<file path="config.mk">
export PLATFORM = sky130hd
export DESIGN_NAME = ck_sync_fifo
export DESIGN_NICKNAME = d
export VERILOG_FILES = /design/src/rtl/ck_sync_fifo.sv
export SDC_FILE = /design/constraint.sdc
export NUM_CORES = 1
export LEC_CHECK = 0
export BUFFER_PORTS_ARGS = -buffer_cell sky130_fd_sc_hd__buf_2
export CORE_MARGIN = 2
export CORE_UTILIZATION = 40
export DETAILED_ROUTE_END_ITERATION = 10
export SYNTH_ARGS = -nofsm -noshare
export SYNTH_HDL_FRONTEND = slang
export SYNTH_SLANG_ARGS = --single-unit
</file>
<file path="constraint.sdc">
create_clock -name ck -period 2.25 [get_ports ck]
set_clock_uncertainty 0.2 [all_clocks]
set_input_delay 0.1125 -clock ck [delete_from_list [all_inputs] [get_ports ck]]
set_output_delay 0.1125 -clock ck [all_outputs]
set_load 0.01 [all_outputs]
</file>
<file path="src/rtl/ck_sync_fifo.sv">
// Single-clock FIFO with any depth, optional first-word-fall-through read port,
// programmable almost-full/empty thresholds, occupancy count, sticky error flags and flush.
module ck_sync_fifo #(
  parameter int unsigned DATA_W      = 8,
  parameter int unsigned FIFO_SIZE   = 4,
  parameter int unsigned FIFO_ADDR_W = $clog2(FIFO_SIZE),
  parameter int unsigned CNT_W       = $clog2(FIFO_SIZE + 1),
  parameter bit          FWFT        = 1'b0,
  parameter int unsigned AF_LEVEL    = FIFO_SIZE - 1,
  parameter int unsigned AE_LEVEL    = 1
) (
  input  logic              ck,
  input  logic              rst,
  input  logic              flush,
  input  logic              push,
  input  logic [DATA_W-1:0] dataIn,
  output logic              full,
  output logic              almostFull,
  input  logic              pop,
  output logic [DATA_W-1:0] dataOut,
  output logic              empty,
  output logic              almostEmpty,
  output logic [CNT_W-1:0]  count,
  output logic              overflow,
  output logic              underflow
);

  localparam logic [FIFO_ADDR_W-1:0] LastPtr = FIFO_ADDR_W'(FIFO_SIZE - 1);
  localparam logic [FIFO_ADDR_W-1:0] PtrOne  = FIFO_ADDR_W'(1);
  localparam logic [CNT_W-1:0]       SizeCnt = CNT_W'(FIFO_SIZE);
  localparam logic [CNT_W-1:0]       AfCnt   = CNT_W'(AF_LEVEL);
  localparam logic [CNT_W-1:0]       AeCnt   = CNT_W'(AE_LEVEL);
  localparam logic [CNT_W-1:0]       CntOne  = CNT_W'(1);

  logic [DATA_W-1:0]      mem_q [FIFO_SIZE];
  logic [FIFO_ADDR_W-1:0] wr_ptr_q, wr_ptr_d;
  logic [FIFO_ADDR_W-1:0] rd_ptr_q, rd_ptr_d;
  logic [CNT_W-1:0]       count_q, count_d;
  logic                   full_q, full_d;
  logic                   empty_q, empty_d;
  logic                   afull_q, afull_d;
  logic                   aempty_q, aempty_d;
  logic [DATA_W-1:0]      dout_q, dout_d;
  logic                   overflow_q, overflow_d;
  logic                   underflow_q, underflow_d;

  logic                   push_acc, pop_acc;
  logic [DATA_W-1:0]      rd_word;

  // Flush swallows any push/pop of its cycle, including their error reporting.
  always_comb begin
    push_acc = push & ~full_q & ~flush;
    pop_acc  = pop & ~empty_q & ~flush;
    rd_word  = mem_q[rd_ptr_q];
  end

  always_comb begin
    wr_ptr_d = wr_ptr_q;
    rd_ptr_d = rd_ptr_q;
    if (flush) begin
      wr_ptr_d = '0;
      rd_ptr_d = '0;
    end else begin
      if (push_acc) wr_ptr_d = (wr_ptr_q == LastPtr) ? '0 : wr_ptr_q + PtrOne;
      if (pop_acc)  rd_ptr_d = (rd_ptr_q == LastPtr) ? '0 : rd_ptr_q + PtrOne;
    end
  end

  always_comb begin
    count_d = count_q;
    if (flush) begin
      count_d = '0;
    end else begin
      case ({push_acc, pop_acc})
        2'b10:   count_d = count_q + CntOne;
        2'b01:   count_d = count_q - CntOne;
        default: count_d = count_q;
      endcase
    end
  end

  // Status flags are registered from the next occupancy so they line up with count.
  always_comb begin
    full_d   = (count_d == SizeCnt);
    empty_d  = (count_d == '0);
    afull_d  = (count_d >= AfCnt);
    aempty_d = (count_d <= AeCnt);
  end

  always_comb begin
    overflow_d  = overflow_q | (push & full_q & ~flush);
    underflow_d = underflow_q | (pop & empty_q & ~flush);
    dout_d      = pop_acc ? rd_word : dout_q;
  end

  always_ff @(posedge ck) begin
    if (rst) begin
      wr_ptr_q    <= '0;
      rd_ptr_q    <= '0;
      count_q     <= '0;
      full_q      <= 1'b0;
      empty_q     <= 1'b1;
      afull_q     <= 1'b0;
      aempty_q    <= 1'b1;
      dout_q      <= '0;
      overflow_q  <= 1'b0;
      underflow_q <= 1'b0;
    end else begin
      wr_ptr_q    <= wr_ptr_d;
      rd_ptr_q    <= rd_ptr_d;
      count_q     <= count_d;
      full_q      <= full_d;
      empty_q     <= empty_d;
      afull_q     <= afull_d;
      aempty_q    <= aempty_d;
      dout_q      <= dout_d;
      overflow_q  <= overflow_d;
      underflow_q <= underflow_d;
    end
  end

  // Storage is deliberately left out of reset.
  always_ff @(posedge ck) begin
    if (!rst && push_acc) begin
      mem_q[wr_ptr_q] <= dataIn;
    end
  end

  // In FWFT mode the head word is shown directly; the last popped word covers the empty case.
  always_comb begin
    if (FWFT) begin
      dataOut = empty_q ? dout_q : rd_word;
    end else begin
      dataOut = dout_q;
    end
    full        = full_q;
    empty       = empty_q;
    almostFull  = afull_q;
    almostEmpty = aempty_q;
    count       = count_q;
    overflow    = overflow_q;
    underflow   = underflow_q;
  end

endmodule

</file>
# ---- After elaboration in Yosys (flattened, before gate mapping)
# Memories as Yosys holds them, arrays and structs flattened. A register that Yosys moved wholly into a read port is not among the register bits.
# Index checks and enable logic that the tools add are counted.
dict set report word_totals {
  regBits 13
  ram_bits 32
  input_bits 13
  output_inout_bits 17
  word_cells 44
  n_memories 1
}
# name words word_bits read_ports rd_clocked_by_memory_dff write_ports line_no
set memory_table {}
lappend memory_table {mem_q 4 8 1 1 1 35} ;# logic [DATA_W-1:0] mem_q [FIFO_SIZE];
dict set report op_classes {
  addsub 4
  order_cmp 2
  eq_ne 5
  n_mux 6
  bitwise 13
  n_reduce_logical 4
}
# cell n
set op_table {}
lappend op_table {{bitwise AND 1 bit} 8}
lappend op_table {{equality test 2 bit (second input constant)} 3}
lappend op_table {{case mux 3 bit (2 select lines)} 1}
lappend op_table {{adder 2 x 1 -> 2 bit (second input constant)} 2}
lappend op_table {{two-way mux 2 bit} 2}
lappend op_table {{adder 3 x 1 -> 3 bit (second input constant)} 1}
lappend op_table {{equality test 3 bit (second input constant)} 1}
lappend op_table {{>= comparator 3 x 2 -> 1 bit (second input constant)} 1}
lappend op_table {{<= comparator 3 x 1 -> 1 bit (second input constant)} 1}
lappend op_table {{logical NOT 3 bit} 1}
lappend op_table {{two-way mux 3 bit} 1}
lappend op_table {{NOT 1 bit} 3}
lappend op_table {{subtractor 3 x 1 -> 3 bit (second input constant)} 1}
lappend op_table {{equality test 2 x 1 -> 1 bit (second input constant)} 1}
lappend op_table {{two-way mux 1 bit} 2}
lappend op_table {{bitwise OR 1 bit} 2}
lappend op_table {{OR reduction 2 bit} 1}
lappend op_table {{logical AND 1 bit} 1}
lappend op_table {{logical NOT 1 bit} 1}

# ---- Logic depth before layout (Yosys ltp)
dict set report depth {
  depth_word 7
  depth_mapped 9
  depth_no_buf 9
}

# ---- Least setup slack after synthesis
# Ideal clock, no wire load.
dict set report synth_timing {
  kind {register to register}
  from {reg empty_q (netlist: empty)}
  to {reg full_q (netlist: full)}
  setup_time_ns 0.057
  arrival_time_ns 2.147
  t_required_ns 1.993
  setup_slack_ns -0.154
  stages_incl_launch_ff 9
  path_buffers 0
  period_less_slack_ns 2.404
  cell_sequence {dfxtp_1 -> or3b_1 -> clkinv_1 -> ha_1 -> fa_1 -> xnor2_1 -> or3_4 -> a21oi_4 -> o31a_2}
}
dict set report synth_between {
  elab_chain_cells 7
  elab_cells_between_ends 8
  classes_between {eq/ne: 3; mux: 2; bitwise: 3}
}
# item line_no
set synth_lines {}
lappend synth_lines {{start: declaration} 40} ;# logic empty_q, empty_d;
lappend synth_lines {{start signal: assignment} 113} ;# empty_q <= empty_d;
lappend synth_lines {{NOT 1 bit *} 53} ;# pop_acc = pop & ~empty_q & ~flush;
lappend synth_lines {{bitwise AND 1 bit * (2 in series)} 53}
lappend synth_lines {{named net pop_acc} 47} ;# logic push_acc, pop_acc;
lappend synth_lines {{equality test 2 x 1 -> 1 bit or equality test 2 bit (tied branches)} 74} ;# case ({push_acc, pop_acc})
lappend synth_lines {{case mux 3 bit (2 select lines) *} 74}
lappend synth_lines {{two-way mux 3 bit *} 71} ;# if (flush) begin
lappend synth_lines {{equality test 3 bit *} 84} ;# full_d = (count_d == SizeCnt);
lappend synth_lines {{end signal: assignment} 112} ;# full_q <= full_d;
lappend synth_lines {{end: declaration} 39} ;# logic full_q, full_d;
# Mark *: on every way through the listed nets, which the timed path passes. The rest lies on a longest branch.
# A chain may end at the register's enable or synchronous reset.

# ---- Worst setup path after layout
dict set report layout_timing {
  from {reg full_q (netlist: full)}
  to {reg full_q (netlist: full)}
}
dict set report layout_between {
  elab_chain_cells 7
  elab_cells_between_ends 8
  classes_between {eq/ne: 3; mux: 2; bitwise: 3}
}
# item line_no
set layout_lines {}
lappend layout_lines {{NOT 1 bit *} 52} ;# push_acc = push & ~full_q & ~flush;
lappend layout_lines {{bitwise AND 1 bit * (2 in series)} 52}
lappend layout_lines {{equality test 2 x 1 -> 1 bit or equality test 2 bit (tied branches)} 74}
lappend layout_lines {{case mux 3 bit (2 select lines) *} 74}
lappend layout_lines {{two-way mux 3 bit *} 71}
lappend layout_lines {{equality test 3 bit *} 84}
# Every way passes the cells marked *; elsewhere a longest branch is shown, timed or not.

==> flow_summary.json <==
{
  "status": "finished clean",
  "finalSetupViolations": 0,
  "boundaryPins": 30,
  "period_share_pct": 99.0,
  "wl_met1_um": 1690,
  "ant_nets": 0,
  "cts_tree": "done",
  "clk_pin_slew_ns": 0.09,
  "tightest_slew_ns": 0.509,
  "met3WireLength_um": 160,
  "rsz0062_at_grt": "yes",
  "hold_path.class": "primary input to flip-flop",
  "grtUsageTotal_pct": 13.9,
  "path_max_fanout": 5,
  "synthCells": 143,
  "grt_pass1_wl_um": 5700,
  "route.vias.total": 1261,
  "final_nets": 216,
  "cpPeakStageDelay_ns": 0.35,
  "yosys-top-cells-area": "edfxtp_1, dfxtp_1, mux4_2",
  "fmax_mhz": 449,
  "initial_core_util_pct": 40.8,
  "grt_antenna_before_repair": 0,
  "syn_nets": 163,
  "ys_types": 30,
  "cap_violations": 0,
  "grt-ovfl-total": 0,
  "slowest_stage": "or3_4",
  "critPathArrivalTime_ns": 2.27,
  "crit_type": "flip-flop to flip-flop",
  "area_delta_synth_final_pct": 25.3,
  "maxSlewViolCount": 0,
  "wirelength_um": 3740,
  "firstDrtPassIters": 4,
  "postPlaceCellArea_um2": 2340,
  "io_buffers": 29,
  "period_needed_ns": 2.23,
  "cts_sinks": 53,
  "syn_area_per_cell_um2": 14.4,
  "place_inst": 245,
  "met2_length_um": 1840,
  "viasPerCell": 4.72,
  "final_hold_viol_count": 0,
  "instances_no_fill": 267,
  "final_area_um2": 2570,
  "fillers": 441,
  "insertion_delay_ns": 0.30,
  "drcViolationCount": 0,
  "ys_seq_elements": 53,
  "die_h_um": 75.7,
  "path_cells": "nand2b_4, nor2_4, inv_1, ha_2, fa_2, xnor2_1, or3_4, a21oi_4, o31a_2",
  "htreeDepth": 2,
  "dp_hpwl_um": 2580,
  "rows": 26,
  "grt_pass1_vias": 1185,
  "diodes": 0,
  "synth_top_area_share_pct": 46.7,
  "die_width_um": 75.7,
  "ys_seq_area_share_pct": 67.2,
  "slew-limit-headroom_pct": 66.0,
  "grt_max_degree": 17,
  "ir_drop_uv": 357,
  "critical_path_required_ns": 2.30,
  "gp_congestion": 0.755,
  "synth_area_um2": 2060,
  "avgRoutedWirePerCell_um": 14.0,
  "cts_made_buffers": 5,
  "cellLeakagePower_nw": 0.951,
  "p_per_area_nw_per_um2": 645,
  "clock-root-buffer": "clkbuf_8",
  "die-area_um2": 5730,
  "cp-end-kind": "flip-flop",
  "drive_above_1_share_pct": 34.5,
  "core-area_um2": 5040,
  "startpoint_type": "flip-flop",
  "synth_area_leader_cell": "edfxtp_1",
  "yosysWarnings": 0,
  "cts_buffer_depth": 2,
  "top_layer_used": "met4",
  "drt_iter0_markers": 63
}
power by group:
part           switching (W)  total (W)  internal (W)
Sequential        0.00000616    0.00104       0.00104
Combinational      0.0000484  0.0000972     0.0000488
Clock               0.000304   0.000520      0.000216
Total               0.000359    0.00166       0.00130
cell usage after synthesis, drive strengths merged:
cell type,count
nand2b,1
buf,4
nor2,10
dfxtp,21
fa,1
mux4,8
nor3b,2
inv,4
a31oi,2
mux2i,1
nor3,2
a21oi,13
or3,1
o21ai,3
nand2,20
xnor2,1
xor2,1
or2,1
clkbuf,1
a21o,1
o31a,1
clkinv,1
ha,6
and2,4
edfxtp,32
or3b,1
worst max-delay path: cells and delay by family (launching register included):
kind,cells,cell delay [ns]
and+or+nand+nor,3,0.59
adders and majority gates,2,0.53
AOI/OAI and AO/OA,2,0.34
DFF,1,0.33
xor gates and xnor gates,1,0.14
buffers and inverters,1,0.05
cells in the final DEF, fill, tap and decap left out, drive strengths merged, types with 2 or more instances in the layout:
cell type	synthesis	routed
buf	4	38
edfxtp	32	32
dfxtp	21	21
nand2	20	20
dlygate4sd3	0	13
a21oi	13	13
nor2	10	10
mux4	8	8
ha	6	6
clkbuf	1	5
inv	4	4
and2	4	4
clkinv	1	4
o21ai	3	3
nor3b	2	2
nor3	2	2
a31oi	2	2
timing repair:
item | CTS | global route
hold endpoints to repair | 42 | 0
buffers inserted | 1 | 0
setup endpoints to repair | 4 | 4
pin swaps | 1 | 1
resized for setup | 4 | 1
hold buffers | 13 | 0
layer usage:
| layer | vias to the layer above | track usage, % |
|---|---|---|
| li1 | 618 | - |
| met1 | 607 | 18.3 |
| met2 | 31 | 22.3 |
| met3 | 5 | 3.97 |
| met4 | 0 | 4.29 |
| met5 | - | 0 |
metrics by stage:
| step | utilization (%) | setup TNS, ns | worst slack, ns | hold slack (ns) | total power (W) |
|---|---|---|---|---|---|
| 3_5_place_dp | 46.4 | -0.0270 | -0.0182 | 0.136 | 0.00115 |
| 5_1_grt | 51.1 | -0.0960 | -0.0428 | 0.0697 | 0.00172 |
| 4_1_cts | 51.1 | 0 | 0.00297 | 0.0364 | 0.00168 |
| 6_report | 51.1 | 0 | 0.0233 | 0.0454 | 0.00166 |
| 2_1_floorplan | - | 0 | 0.0256 | 0.0114 | 0.00111 |
| 3_3_place_gp | 46.4 | 0 | 0.0373 | 0.121 | 0.00114 |
cell type report:
class,instances,area (um^2),area share (%)
clock buffers,5,68.8,2.67
clock inverters,3,17.5,0.680
inverters,5,20.0,0.777
multi-input cells,80,654,25.4
flip-flops and latches,53,1380,53.7
well taps,70,87.6,3.40
repair buffers,51,343,13.3
path summary, 6_finish.rpt:
check           endpoint  slack [ns]  cells after the start       start
max                 full        0.02                      9        full
min          wr_ptr_q[1]        0.05                      4        push
max reg2reg         full        0.02                      9        full
min reg2reg   dataOut[7]        0.26                      2  dataOut[7]
state kept, by name, indices dropped and copies added (netlist names):
| register | flops |
|---|---|
| mem_q | 32 |
| underflow | 1 |
| dataOut | 8 |
| rd_ptr_q | 2 |
| almostEmpty | 1 |
| wr_ptr_q | 2 |
| full | 1 |
| overflow | 1 |
| empty | 1 |
| count | 3 |
| almostFull | 1 |
cells by family after synthesis:
family	Yosys count	synth area share, %
fa+ha+maj	7	4.63
buf+inv	10	2.25
xor+xnor	2	0.852
mux	9	9.25
flops	53	67.2
simple gates	42	9.86
compound gates	20	5.96
No activity file was read; power rests on OpenSTA's default activity.
